<file path="src/rtl/cpu_pkg.sv">
// Shared types and widths for the fetch path and its branch-target lookup table.
package cpu_pkg;

  typedef enum logic [1:0] {
    IDLE = 2'd0,
    RUN  = 2'd1,
    DONE = 2'd2
  } pc_state_t;

  localparam int LUT_PTR_W  = 5;
  localparam int LUT_DATA_W = 8;

endpackage

</file>
<file path="src/rtl/pc_next.sv">
// Combinational next-PC selection: sequential, PC-relative or absolute target.
module pc_next
  import cpu_pkg::*;
#(
  parameter int PC_W = 10
) (
  input  logic [PC_W-1:0]              pc,
  input  logic signed [LUT_DATA_W-1:0] lut_offset,
  input  logic                         abs_jump,
  input  logic                         taken,
  output logic [PC_W-1:0]              next_pc,
  output logic                         bad_jump
);

  logic signed [PC_W-1:0] off_sext;
  logic [PC_W-1:0]        off_zext;

  // Relative offsets sign-extend; absolute targets are an unsigned table entry.
  assign off_sext = PC_W'(lut_offset);
  assign off_zext = PC_W'($unsigned(lut_offset));

  always_comb begin
    next_pc  = pc + 1'b1;
    bad_jump = 1'b0;
    if (taken) begin
      if (abs_jump) begin
        next_pc = off_zext;
      end else begin
        next_pc  = pc + $unsigned(off_sext);
        // An unpopulated table entry reads as zero and would spin forever.
        bad_jump = (lut_offset == '0);
      end
    end
  end

endmodule

</file>
<file path="src/rtl/pc_fetch_ctrl.sv">
// Program-counter sequencer: run/halt/done control, jump application and retired-instruction count.
module pc_fetch_ctrl
  import cpu_pkg::*;
#(
  parameter int PC_W       = 10,
  parameter int START_ADDR = 0,
  parameter int CNT_W      = 16
) (
  input  logic                  CLK,
  input  logic                  Reset,
  input  logic                  Start,
  input  logic                  Stall,
  input  logic                  Halt,
  input  logic                  Jump,
  input  logic                  JumpCond,
  input  logic                  AbsJump,
  input  logic [LUT_PTR_W-1:0]  TargetPtr,
  output logic [LUT_PTR_W-1:0]  LutPtr,
  input  logic [LUT_DATA_W-1:0] LutOffset,
  output logic [PC_W-1:0]       PC,
  output logic                  Busy,
  output logic                  Done,
  output logic                  BadJump,
  output logic [CNT_W-1:0]      InstCount
);

  pc_state_t        state_q, state_d;
  logic [PC_W-1:0]  pc_q, pc_d;
  logic [CNT_W-1:0] cnt_q, cnt_d;
  logic             bad_q, bad_d;

  logic [PC_W-1:0]  seq_pc;
  logic             bad_jump;
  logic             taken;

  function automatic logic [CNT_W-1:0] sat_inc(input logic [CNT_W-1:0] c);
    return (c == '1) ? c : c + 1'b1;
  endfunction

  assign LutPtr = TargetPtr;
  assign taken  = Jump & JumpCond;

  pc_next #(.PC_W(PC_W)) u_pc_next (
    .pc         (pc_q),
    .lut_offset (signed'(LutOffset)),
    .abs_jump   (AbsJump),
    .taken      (taken),
    .next_pc    (seq_pc),
    .bad_jump   (bad_jump)
  );

  always_comb begin
    state_d = state_q;
    pc_d    = pc_q;
    cnt_d   = cnt_q;
    bad_d   = bad_q;
    if (Start) begin
      state_d = RUN;
      pc_d    = PC_W'(START_ADDR);
      cnt_d   = '0;
      bad_d   = 1'b0;
    end else if (state_q == RUN && !Stall) begin
      cnt_d = sat_inc(cnt_q);
      // Halt retires but leaves PC pointing at the halt instruction.
      if (Halt) begin
        state_d = DONE;
      end else begin
        pc_d  = seq_pc;
        bad_d = bad_q | bad_jump;
      end
    end
  end

  always_ff @(posedge CLK) begin
    if (Reset) begin
      state_q <= IDLE;
      pc_q    <= '0;
      cnt_q   <= '0;
      bad_q   <= 1'b0;
    end else begin
      state_q <= state_d;
      pc_q    <= pc_d;
      cnt_q   <= cnt_d;
      bad_q   <= bad_d;
    end
  end

  assign PC        = pc_q;
  assign Busy      = (state_q == RUN);
  assign Done      = (state_q == DONE);
  assign BadJump   = bad_q;
  assign InstCount = cnt_q;

endmodule
</file>
<file path="config.mk">
export PLATFORM = sky130hd
export DESIGN_NAME = pc_fetch_ctrl
export DESIGN_NICKNAME = d
export VERILOG_FILES = /design/src/rtl/cpu_pkg.sv /design/src/rtl/pc_next.sv /design/src/rtl/pc_fetch_ctrl.sv
export SDC_FILE = /design/constraint.sdc
export NUM_CORES = 1
export LEC_CHECK = 0
export ABC_AREA = 1
export BUFFER_PORTS_ARGS = -buffer_cell sky130_fd_sc_hd__buf_2
export CELL_PAD_IN_SITES_DETAIL_PLACEMENT = 1
export CELL_PAD_IN_SITES_GLOBAL_PLACEMENT = 1
export CORE_UTILIZATION = 38
export CTS_BUF_LIST = sky130_fd_sc_hd__clkbuf_4 sky130_fd_sc_hd__clkbuf_8
export CTS_CLUSTER_DIAMETER = 200
export DETAILED_ROUTE_END_ITERATION = 8
export GPL_ROUTABILITY_DRIVEN = 0
export PLACE_DENSITY = 0.86
export SKIP_CTS_REPAIR_TIMING = 1
export SYNTH_ARGS = -nofsm -noshare
export SYNTH_HDL_FRONTEND = slang
export SYNTH_HIERARCHICAL = 1
export SYNTH_SLANG_ARGS = --single-unit
export TNS_END_PERCENT = 1
</file>
<file path="constraint.sdc">
create_clock -name CLK -period 2.1 [get_ports CLK]
set_input_delay 0.21 -clock CLK [delete_from_list [all_inputs] [get_ports CLK]]
set_output_delay 0.21 -clock CLK [all_outputs]
set_load 0.05 [all_outputs]
</file>
==> results of run 1 <==
==> layout by cell type (no fill, tap or decap), types with 2 or more instances in the layout <==
cell type	count
sky130_fd_sc_hd__inv_1	37
sky130_fd_sc_hd__clkinv_2	2
sky130_fd_sc_hd__inv_2	3
sky130_fd_sc_hd__buf_2	44
sky130_fd_sc_hd__nand3_1	32
sky130_fd_sc_hd__dfxtp_1	29
sky130_fd_sc_hd__a21oi_1	17
sky130_fd_sc_hd__clkbuf_8	5
sky130_fd_sc_hd__xor2_1	3
sky130_fd_sc_hd__nand4_1	7
sky130_fd_sc_hd__nor2_2	4
sky130_fd_sc_hd__nor4_1	2
sky130_fd_sc_hd__xnor2_1	4
sky130_fd_sc_hd__nand2_1	101
sky130_fd_sc_hd__o21ai_0	16
sky130_fd_sc_hd__ha_1	11
sky130_fd_sc_hd__nand2_2	6
sky130_fd_sc_hd__nor2_4	2
sky130_fd_sc_hd__o21ai_1	2
sky130_fd_sc_hd__nand3_2	5
sky130_fd_sc_hd__nor2_1	84
sky130_fd_sc_hd__o22ai_1	2
sky130_fd_sc_hd__buf_4	5
==> sequential cells by signal, summed over array words and instances, names as in the netlist <==
| name | count |
|---|---|
| BadJump | 1 |
| state_q | 2 |
| InstCount | 16 |
| PC | 10 |
==> worst max-delay path, stage by stage, from the launching register on <==
cell                      delay [ps]
sky130_fd_sc_hd__dfxtp_1         310
sky130_fd_sc_hd__ha_1            250
sky130_fd_sc_hd__fa_1            430
sky130_fd_sc_hd__nand2_1         100
sky130_fd_sc_hd__nand3_1         100
sky130_fd_sc_hd__xnor2_1         150
sky130_fd_sc_hd__nand2_1          60
sky130_fd_sc_hd__nand2_1          70
sky130_fd_sc_hd__nand2_1          50
sky130_fd_sc_hd__nor2_1          110
sky130_fd_sc_hd__nor2_1           60
==> metal layers <==
metal / GRT usage / routed length (um)
met2: 0.437 / 3600
met4: 0.0554 / 65
met1: 0.262 / 3120
met3: 0.0341 / 194
met5: 0 / 0
==> worst max-delay path by stage <==
stage,depth (start not counted),from,slack (ps),to
3_3_place_gp,11,LutOffset[0],360,PC[4]
6_report,10,PC[0],300,PC[4]
3_5_place_dp,11,LutOffset[0],310,PC[4]
2_1_floorplan,10,PC[0],140,PC[4]
4_1_cts,10,PC[0],310,PC[4]
5_1_grt,11,PC[6],140,PC[7]
==> where the power goes <==
| group | switching, uW | internal, uW |
|---|---|---|
| sequential | 8.65 | 556 |
| combinational | 129 | 61.7 |
| clock | 231 | 242 |
| total | 369 | 860 |
==> metrics by stage <==
stage	instances	utilization	power (uW)
after floorplan	389	-	733
after global placement	502	0.441	761
after detailed placement	502	0.441	768
after CTS	510	0.456	1250
after global routing	510	0.456	1280
final	510	0.456	1230
==> cell type report <==
class                      count  area, um^2
tap                           75        93.8
fill                         881        3220
inverter                      41         154
sequential                    29         581
clock buffer                   6        76.3
multi-input combinational    308        1530
timing repair buffer          49         258
clock inverter                 2        10.0
==> cell families (layout without fill, tap and decap cells) <==
kind of cell | count (synthesis) | after routing | synth area share
simple gates | 250 | 250 | 0.471
flops | 29 | 29 | 0.248
buf+inv | 52 | 98 | 0.101
compound gates | 39 | 39 | 0.0870
xor+xnor | 7 | 7 | 0.0261
fa+ha+maj | 12 | 12 | 0.0672
==> impl_summary.md, run 1 <==
Outcome
The run finished with clean final reports.

Setup path
For flop-to-flop paths, the worst setup slack is 300 ps. The worst flop-to-flop path startpoint is PC[0]. The number of cells on the worst reg-to-reg path is 10. By startpoint and endpoint, the worst setup path is classified as reg2reg. The worst flop-to-flop path endpoint is PC[4]. Data on the critical path arrives at its endpoint at 1990 ps. The worst setup path is launched from a register. In this run the worst path has a maximum fanout of 3. STA classifies the critical path endpoint as a register.

For the worst setup path, the data required time is 2280 ps.

Yosys
The largest total area in the synthesized netlist belongs to sky130_fd_sc_hd__dfxtp_1. The dominant synthesized flop cell is sky130_fd_sc_hd__dfxtp_1. The cell area after synthesis is 0.00234 mm^2.

The synthesized net count is roughly 420. In this run, synthesis produced a sequential element count of 29. The per-instance average area after synthesis is 6.03 um^2.

Yosys printed 6 warnings. The most frequently used cell type in the post-synthesis netlist is sky130_fd_sc_hd__nand2_1. The number of library cell types mapped by synthesis is 37.

Yosys attributes the largest share of cell area to sky130_fd_sc_hd__dfxtp_1 25%, sky130_fd_sc_hd__nand2_1 16%, sky130_fd_sc_hd__nor2_1 13%, sky130_fd_sc_hd__nand3_1 6.8%, sky130_fd_sc_hd__inv_1 5.9%. After synthesis, the most frequently instantiated cells are 101 x sky130_fd_sc_hd__nand2_1, 84 x sky130_fd_sc_hd__nor2_1, 37 x sky130_fd_sc_hd__inv_1, 32 x sky130_fd_sc_hd__nand3_1, 29 x sky130_fd_sc_hd__dfxtp_1. The portion of the post-synthesis area used by sequential elements is 0.248. The proportion of register bits with asynchronous set or reset after synthesis is 0. The number of instances in the synthesized netlist is between 300 and 400. The number of enable-type register cells in the synthesized netlist is 0. Of the post-synthesis cell area, the dominant cell type holds 0.248.

Floorplan
The area of the core is 0.00592 mm^2. The die height is 80.6 um. The effective utilization at floorplan is 0.396. The floorplan step defined a die boundary enclosing 0.00649 mm^2. The number of placed I/O pins is 55. Measured along the x axis, the die boundary spans 80.6 um. The standard-cell row count is 28.

Clock network
The number of sinks handled by clock tree synthesis is 29. The TritonCTS clock tree is done. After clock tree synthesis, the clock-pin slew on the worst setup and hold paths is ~70 ps. The number of H-tree levels is 2. The number of buffers on the longest clock path is 2. The buffer type at the clock tree root is sky130_fd_sc_hd__clkbuf_8. The number of buffers inserted during clock tree synthesis is 5. For the worst-skew pair, the clock arrives at the later sink with an insertion delay of 290 ps.

Power and ir drop
In this run the static leakage power is roughly 0.0013 uW. The highest ir drop seen on vdd is 0.000355 V. In this run the power density over the cells is ~460 mW/mm^2.

Min path
The endpoint of the worst hold path is state_q[0]. The instance count along the most critical hold path is 2. In this run the most critical hold path is launched from Reset.

The tightest min-delay check is of the in2reg type.

Global route
The initial antenna violation count is 0. The number of global-route vias before repair is around 2500. The aggregate global routing overflow is 0. Entering global routing, the biggest net connects 26 pins. In the global route stage, overall resource usage came out at 0.229. The first global-routing pass estimated 11500 um of wire.

Route
The total number of vias is 2594. The number of iterations in the first detailed-routing pass is 4. The detailed router finished its first iteration with 70 violations. The average wire per standard cell is 13.7 um.

The via count normalized by instance count is slightly above 5. Wires add up to 6970 um. The detail route stage leaves a number of antenna-violating nets equal to 0. In the routed design, unresolved DRC markers number 0.

Timing
The aggregate negative setup slack is 0 ps. Timing would allow up to between 500 and 600 MHz. In this run the tightest slew margin relative to its limit is 0.696. The worst hold margin is 91.1 ps. The worst path meets setup with 297 ps of slack. For the pin with the worst max-slew slack, the measured transition is 456 ps. The number of hold-slack violations in the final timing report was 0. The worst clock skew is 3.46 ps. Setup violations remaining at the end of the flow were counted as 0. Dividing the final minimum period by the clock period gives 0.859. Setup repair after global routing left no endpoint under its margin.

The number of max-slew violations in the final report is 0. After layout, the minimum clock period comes to 1800 ps.

Place
After detailed placement, the total cell area comes to approximately 0.0026 mm^2. Summed over all nets, the half-perimeter wirelength after detailed placement is 5580 um. Input and output buffers added on the ports amount to 44. Timing analysis after detailed placement gives a worst setup slack of 308 ps.

Layout
With fillers left out, the area of the finished cells amounts to approximately 0.0027 mm^2. In the final layout, the share of cells above drive strength 1 is 0.186. The area growth from synthesis to layout is 15.1%. The number of antenna diodes is 0. The final layout contains 467 nets.

Flow run
Max-cap violations in this run came to 0.
Note: power is estimated with default switching activity, not from simulation.
==> run 2, diff against run 1 <==
--- a/config.mk
+++ b/config.mk
@@ -9,6 +9,7 @@
 export BUFFER_PORTS_ARGS = -buffer_cell sky130_fd_sc_hd__buf_2
 export CELL_PAD_IN_SITES_DETAIL_PLACEMENT = 1
 export CELL_PAD_IN_SITES_GLOBAL_PLACEMENT = 1
+export CORE_MARGIN = 1.5
 export CORE_UTILIZATION = 38
 export CTS_BUF_LIST = sky130_fd_sc_hd__clkbuf_4 sky130_fd_sc_hd__clkbuf_8
 export CTS_CLUSTER_DIAMETER = 200
==> run 2 against run 1 <==
Net effect:
- sequential share of layout area hardly changed
- clock skew is 1.8 ps higher
- combinational power hardly changed
- wire length is 1.8% higher
- hold slack better by 9.8 ps
- register-to-register slack hardly changed
- cell area is 0.14% higher
- cell count is 0.20% lower
- clock power is 5.5% higher
- largest power group unchanged
- critical endpoint is now PC[7]
- total power is 2.1% higher
==> impl_summary.md, run 2 (same netlist as run 1, synthesis figures left out) <==
Setup path
The required time of the critical path came to 2280 ps (about the same). The worst-path maximum fanout is 10 (was 3). The data arrival time of the critical path was 1990 ps (about the same).

The top cell family by delay on the critical path is simple AND/OR/NAND/NOR gates (was adder cells). The master of the slowest instance on the critical path was sky130_fd_sc_hd__dfxtp_1 (was sky130_fd_sc_hd__fa_1). The delay contributed by the slowest stage of the critical path came to 500 ps (was 430 ps). Cells along the critical path: ha_1, nand2_2, inv_1, a21oi_1, nand2_1, nand2_1, nand3_1, nand2_1, nand2_1, nor2_1, nor2_1 (was ha_1, fa_1, nand2_1, nand3_1, xnor2_1, nand2_1, nand2_1, nand2_1, nor2_1, nor2_1).

The startpoint kind of the worst setup timing path is a register (unchanged). The category of the most critical setup path is reg2reg (unchanged). The kind of end point of the critical path is a register (unchanged).

The count of buffering cells on the critical path with inverters included is 1 (was 0). The most common cell type on the critical path is sky130_fd_sc_hd__nand2_1 (unchanged).

Layout
Commonest cells after routing, fill and taps aside: 101 x sky130_fd_sc_hd__nand2_1, 84 x sky130_fd_sc_hd__nor2_1, 44 x sky130_fd_sc_hd__buf_2, 37 x sky130_fd_sc_hd__inv_1, 32 x sky130_fd_sc_hd__nand3_1 (unchanged). The layout overhead on the synthesized area is 15.3% (was 15.1%). The final layout net count was 467 (unchanged). The number of fill cells is 864 (was 881).

The flip-flop count of the largest register after layout is 16 (unchanged). The final non-filler cell area is 0.00270 mm^2 (about the same). The number of antenna diodes is 0 (unchanged). The most common cell after layout, fill and taps aside was sky130_fd_sc_hd__nand2_1 (unchanged). The number of non-filler instances in the completed layout is 509 (was 510). The share of final-layout standard cells stronger than drive strength 1 is 0.184 (was 0.186).

Clock network
The buffer type at the clock tree root is sky130_fd_sc_hd__clkbuf_8 (unchanged). The number of H-tree levels is 2 (unchanged). The number of buffers on the longest clock path is 2 (unchanged). The number of sinks handled by clock tree synthesis is 29 (unchanged). The number of buffers inserted during clock tree synthesis is 5 (unchanged). The clock latency reported for the late side of the worst-skew pair was 290 ps (about the same). The TritonCTS clock tree is done (unchanged). The clock slew seen by the registers of the worst setup and hold paths is 60 ps (was 70 ps).

Global route
The aggregate global routing overflow was 0 (unchanged). The number of global-route vias before repair was 2583 (was 2531). The global-route wire length before repair is 11500 um (about the same). The pin count of the biggest net entering global routing is 26 (unchanged).

The initial antenna violation count was 0 (unchanged). The global-route usage over all layers is 0.224 (was 0.229).

Floorplan
The die height is 81.6 um (was 80.6 um). The full die area is 0.00665 mm^2 (was 0.00649 mm^2). The area of the core was 0.00596 mm^2 (was 0.00592 mm^2). The effective utilization at floorplan is 0.394 (was 0.396). The horizontal extent of the die is 81.6 um (was 80.6 um). The number of placed I/O pins came to 55 (unchanged). The standard-cell row count is 28 (unchanged).

Timing
The final setup violation count was 0 (unchanged). The aggregate negative setup slack is 0 ps (unchanged). The worst clock skew was 5.24 ps (was 3.46 ps). The worst slew margin relative to its limit came to 0.710 (was 0.696). The worst hold margin was 101 ps (was 91.1 ps). Setup repair after global routing missed its margin: no (unchanged).

The number of max-slew violations in the final report is 0 (unchanged). The worst-case setup margin in the final layout is 289 ps (was 297 ps). The slew of the pin with the lowest slew margin was 434 ps (was 456 ps).

The number of hold-slack violations in the final timing report came to 0 (unchanged). The share of the clock period used by the worst path is 0.863 (was 0.859). The minimum period implied by the final worst setup slack is 1810 ps (was 1800 ps). The maximum clock frequency came to 552 MHz (was 555 MHz).

Place
The number of I/O port buffers is 44 (unchanged). The HPWL after detailed placement is 5520 um (was 5580 um). The cell area after placement is 0.00261 mm^2 (unchanged).

The number of placed instances with taps included is 502 (unchanged). The worst slack after detailed placement came to 325 ps (was 308 ps).

Route
The remaining routing DRC violations is 0 (unchanged). The number of iterations in the first detailed-routing pass is 4 (unchanged). The number of routed nets with antenna violations is 0 (unchanged). The post-detailed-routing wire length came to 7100 um (was 6970 um). The via count normalized by instance count came to 5.10 (was 5.09). The total number of vias is 2598 (was 2594). The iteration-0 DRC count of the detailed router is 42 (was 70). The average wire per standard cell was 13.9 um (was 13.7 um).

Outcome
Outcome: completed (unchanged).

Power and ir drop
The static leakage power is 0.00132 uW (about the same). The highest ir drop seen on vdd was 0.000296 V (was 0.000355 V). The total power density per cell area came to 464 mW/mm^2 (was 455 mW/mm^2).

Flow run
The max-capacitance violation count is 0 (unchanged).

Min path
The class of the tightest hold or removal check is in2reg (unchanged).
==> run 2: changes by cell type in the layout (fill, tap and decap cells not counted), sizes merged <==
cell    previous run  this run
clkbuf             6         7
clkinv             3         1
==> run 2: final timing paths <==
kind | from | endpoint | slack, ps | cells past startpoint
min | Reset | state_q[0] | 100 | 2
min reg2reg | BadJump | BadJump | 450 | 2
max | PC[6] | PC[7] | 290 | 11
max reg2reg | PC[6] | PC[7] | 290 | 11
==> run 2: layout make-up <==
class                           count  area [um^2]  share of cell area
Timing Repair Buffer               49          258              0.0954
Sequential cell                    29          581               0.215
Inverter                           41          154              0.0569
Clock buffer                        7         90.1              0.0333
Multi-Input combinational cell    308         1530               0.565
Tap cell                           75         93.8              0.0347
==> run 2: report_power, final <==
| group | internal, uW | leakage [uW] | switching (uW) |
|---|---|---|---|
| sequential | 556 | 0.000234 | 8.77 |
| combinational | 61.9 | 0.00103 | 130 |
| clock | 273 | 0.0000477 | 226 |
==> run 2: layer usage <==
layer | wire [um] | share of wire | vias to the layer above | GRT usage
met4 | 99 | 0.014 | 0 | 0.0810
li1 | - | - | 1322 | -
met1 | 3130 | 0.44 | 1225 | 0.252
met2 | 3660 | 0.52 | 42 | 0.426
met3 | 199 | 0.028 | 9 | 0.0289
met5 | 0 | 0 | - | 0
==> run 2: metrics by stage <==
step / utilization / total power, uW
finish: 0.454 / 1260
global route: 0.454 / 1300
CTS: 0.454 / 1260
detailed placement: 0.439 / 768
global placement: 0.439 / 761
floorplan: - / 733
==> run 3, diff against run 2 <==
--- a/config.mk
+++ b/config.mk
@@ -10,7 +10,7 @@
 export CELL_PAD_IN_SITES_DETAIL_PLACEMENT = 1
 export CELL_PAD_IN_SITES_GLOBAL_PLACEMENT = 1
 export CORE_MARGIN = 1.5
-export CORE_UTILIZATION = 38
+export CORE_UTILIZATION = 39
 export CTS_BUF_LIST = sky130_fd_sc_hd__clkbuf_4 sky130_fd_sc_hd__clkbuf_8
 export CTS_CLUSTER_DIAMETER = 200
 export DETAILED_ROUTE_END_ITERATION = 8
@@ -19,6 +19,5 @@
 export SKIP_CTS_REPAIR_TIMING = 1
 export SYNTH_ARGS = -nofsm -noshare
 export SYNTH_HDL_FRONTEND = slang
-export SYNTH_HIERARCHICAL = 1
 export SYNTH_SLANG_ARGS = --single-unit
 export TNS_END_PERCENT = 1
==> run 3 against run 2 <==
Net effect:
- die area down 1.7%
- clock skew up 3.8 ps
- count of clock-buffer cells in the layout unchanged
- synthesized cell count down 4.4%
- largest power group unchanged
- critical endpoint is now PC[8]
==> impl_summary.md, run 3 <==
Floorplan
The number of placed I/O pins was 55 (unchanged). The full die area came to 0.00654 mm^2 (was 0.00665 mm^2). The effective utilization at floorplan was 0.402 (was 0.394).

The horizontal extent of the die is 80.9 um (was 81.6 um). The area of the core came to 0.00589 mm^2 (was 0.00596 mm^2). The standard-cell row count is 28 (unchanged). The die height is 80.9 um (was 81.6 um).

Timing
The worst clock skew is 8.99 ps (was 5.24 ps). The maximum clock frequency is 545 MHz (was 552 MHz). The minimum period implied by the final worst setup slack came to 1830 ps (was 1810 ps).

The final setup violation count came to 0 (unchanged). The number of max-slew violations in the final report is 0 (unchanged). The number of hold-slack violations in the final timing report is 0 (unchanged). The aggregate negative setup slack is 0 ps (unchanged).

The slew of the pin with the lowest slew margin is 674 ps (was 434 ps). Setup repair after global routing missed its margin: no (unchanged). The worst slew margin relative to its limit is 0.550 (was 0.710). The share of the clock period used by the worst path was 0.874 (was 0.863).

Layout
The number of antenna diodes is 0 (unchanged). The share of final-layout standard cells stronger than drive strength 1 was 0.203 (was 0.184). The final layout net count is 450 (was 467).

Commonest cells after routing, fill and taps aside: 104 x sky130_fd_sc_hd__nand2_1, 44 x sky130_fd_sc_hd__buf_2, 39 x sky130_fd_sc_hd__nor2_1, 39 x sky130_fd_sc_hd__inv_1, 32 x sky130_fd_sc_hd__a21oi_1 (was 101 x sky130_fd_sc_hd__nand2_1, 84 x sky130_fd_sc_hd__nor2_1, 44 x sky130_fd_sc_hd__buf_2, 37 x sky130_fd_sc_hd__inv_1, 32 x sky130_fd_sc_hd__nand3_1). The layout overhead on the synthesized area came to 15.6% (was 15.3%). The total area of multi-input combinational cells was 0.00154 mm^2 (was 0.00153 mm^2). The most common cell after layout, fill and taps aside is sky130_fd_sc_hd__nand2_1 (unchanged). The number of fill cells is 825 (was 864). The flip-flop count of the largest register after layout is 16 (unchanged).

The area occupied by registers is 581 um^2 (unchanged). The final core area utilization is 0.464 (was 0.454).

Yosys
The number of library cell types mapped by synthesis was 33 (was 37). The portion of the post-synthesis area used by sequential elements is 0.246 (was 0.248). Post-synth top cells: 104 x sky130_fd_sc_hd__nand2_1, 39 x sky130_fd_sc_hd__inv_1, 39 x sky130_fd_sc_hd__nor2_1, 32 x sky130_fd_sc_hd__a21oi_1, 29 x sky130_fd_sc_hd__dfxtp_1 (was 101 x sky130_fd_sc_hd__nand2_1, 84 x sky130_fd_sc_hd__nor2_1, 37 x sky130_fd_sc_hd__inv_1, 32 x sky130_fd_sc_hd__nand3_1, 29 x sky130_fd_sc_hd__dfxtp_1).

The number of flip-flops and latches in the synthesized netlist is 29 (unchanged). The number of instances in the synthesized netlist came to 372 (was 389). The most frequently used cell type in the post-synthesis netlist is sky130_fd_sc_hd__nand2_1 (unchanged).

The number of enable-type register cells in the synthesized netlist was 0 (unchanged). The proportion of register bits with asynchronous set or reset after synthesis is 0 (unchanged). The per-instance average area after synthesis is 6.36 um^2 (was 6.03 um^2). The number of warnings issued by yosys came to 0 (was 6). The dominant synthesized flop cell is sky130_fd_sc_hd__dfxtp_1 (unchanged). Dominant cells by area after synthesis: sky130_fd_sc_hd__dfxtp_1 25%, sky130_fd_sc_hd__nand2_1 17%, sky130_fd_sc_hd__a21oi_1 6.8%, sky130_fd_sc_hd__inv_1 6.2%, sky130_fd_sc_hd__nor2_1 6.2% (was sky130_fd_sc_hd__dfxtp_1 25%, sky130_fd_sc_hd__nand2_1 16%, sky130_fd_sc_hd__nor2_1 13%, sky130_fd_sc_hd__nand3_1 6.8%, sky130_fd_sc_hd__inv_1 5.9%). The synthesized net count is 405 (was 422).

The cell area after synthesis is 0.00236 mm^2 (was 0.00234 mm^2). The largest area contributor in the netlist is sky130_fd_sc_hd__dfxtp_1 (unchanged). The area share of the largest cell type after synthesis is 0.246 (was 0.248).

Flow run
The max-capacitance violation count is 0 (unchanged).

Min path
The class of the tightest hold or removal check is in2reg (unchanged). The instance count along the most critical hold path came to 2 (unchanged).

Setup path
The data arrival time of the critical path is 2060 ps (was 1990 ps). The required time of the critical path is 2320 ps (was 2280 ps). The number of cells on the worst reg-to-reg path is 9 (was 11).

The kind of end point of the critical path is a register (unchanged). The category of the most critical setup path is reg2reg (unchanged). The worst-path maximum fanout was 8 (was 10).

The startpoint kind of the worst setup timing path is a register (unchanged).

Clock network
The buffer type at the clock tree root is sky130_fd_sc_hd__clkbuf_8 (unchanged). The number of buffers on the longest clock path is 2 (unchanged). The number of buffers inserted during clock tree synthesis is 5 (unchanged).

The clock latency reported for the late side of the worst-skew pair came to 280 ps (was 290 ps). The clock slew seen by the registers of the worst setup and hold paths was 70 ps (was 60 ps). The TritonCTS clock tree is done (unchanged).

The number of sinks handled by clock tree synthesis is 29 (unchanged). The number of H-tree levels came to 2 (unchanged).

Route
The total number of vias is 2628 (was 2598). The remaining routing DRC violations is 0 (unchanged). The post-detailed-routing wire length is 7220 um (was 7100 um). The via count normalized by instance count is 5.33 (was 5.10). The number of routed nets with antenna violations is 0 (unchanged). The average wire per standard cell came to 14.6 um (was 13.9 um).

The number of iterations in the first detailed-routing pass is 4 (unchanged). The iteration-0 DRC count of the detailed router is 108 (was 42).

Place
The HPWL after detailed placement is 5700 um (was 5520 um). The number of I/O port buffers came to 44 (unchanged).

Global route
The number of global-route vias before repair came to 2597 (was 2583). The global-route wire length before repair is 12100 um (was 11500 um). The initial antenna violation count is 0 (unchanged). The global-route usage over all layers is 0.237 (was 0.224). The pin count of the biggest net entering global routing is 18 (was 26).

The aggregate global routing overflow was 0 (unchanged).

Power and ir drop
The highest ir drop seen on vdd is 0.000229 V (was 0.000296 V). The static leakage power is 0.00126 uW (was 0.00132 uW). The total power density per cell area came to 470 mW/mm^2 (was 464 mW/mm^2).

Outcome
Outcome: completed (unchanged).
run 3: metal layers:
metal / track usage / up-vias / share of wire
met5: 0 / - / 0
met4: 0.0517 / 0 / 0.011
met3: 0.0461 / 15 / 0.041
met2: 0.404 / 52 / 0.48
met1: 0.308 / 1255 / 0.46
li1: - / 1306 / -
run 3: area by class of cell:
type                            count  share of cell area
Tap cell                           75              0.0343
Sequential cell                    29               0.212
Clock inverter                      1             0.00183
Multi-Input combinational cell    289               0.562
Clock buffer                        7              0.0352
Inverter                           42              0.0577
Timing Repair Buffer               50              0.0970
run 3: metrics by stage:
stage          instances  cell area, um^2  worst slack (ps)  total power (uW)  hold WS, ps
2_1_floorplan        372             2360               208               737          282
3_3_place_gp         485             2630               334               764          390
3_5_place_dp         485             2630               293               771          400
4_1_cts              493             2730               273              1290         98.2
5_1_grt              493             2730              64.9              1340         94.9
6_report             493             2730               265              1290         96.7
run 3: report_power, final:
part / internal [uW] / switching (uW) / leakage (uW)
logic: 61.0 / 134 / 0.000971
registers: 556 / 8.18 / 0.000234
clock network: 296 / 230 / 0.0000542
run 3: logic make-up (layout without fill, tap and decap cells):
kind of cell,after synthesis,after routing,synth area share
simple gates,198,198,0.376
buf+inv,54,100,0.105
compound gates,65,65,0.155
flops,29,29,0.246
fa+ha+maj,12,12,0.0667
xor+xnor,14,14,0.0519
run 3: path summary, 6_finish.rpt:
kind                            startpoint  slack (ps)    endpoint
worst min-delay path                 Reset         100  state_q[0]
worst max-delay path                 PC[0]         270       PC[8]
worst max register to register       PC[0]         270       PC[8]
worst min register to register     BadJump         470     BadJump
run 3: worst max-delay path, stage by stage, from the launching register on:
cell and delay, ps:
sky130_fd_sc_hd__dfxtp_1 400, sky130_fd_sc_hd__ha_1 280, sky130_fd_sc_hd__fa_1 450, sky130_fd_sc_hd__nand2_1 100, sky130_fd_sc_hd__nand3_1 120, sky130_fd_sc_hd__nand2_1 120
sky130_fd_sc_hd__nand2_1 60, sky130_fd_sc_hd__nand2_1 50, sky130_fd_sc_hd__nand3_1 60, sky130_fd_sc_hd__a21oi_1 130
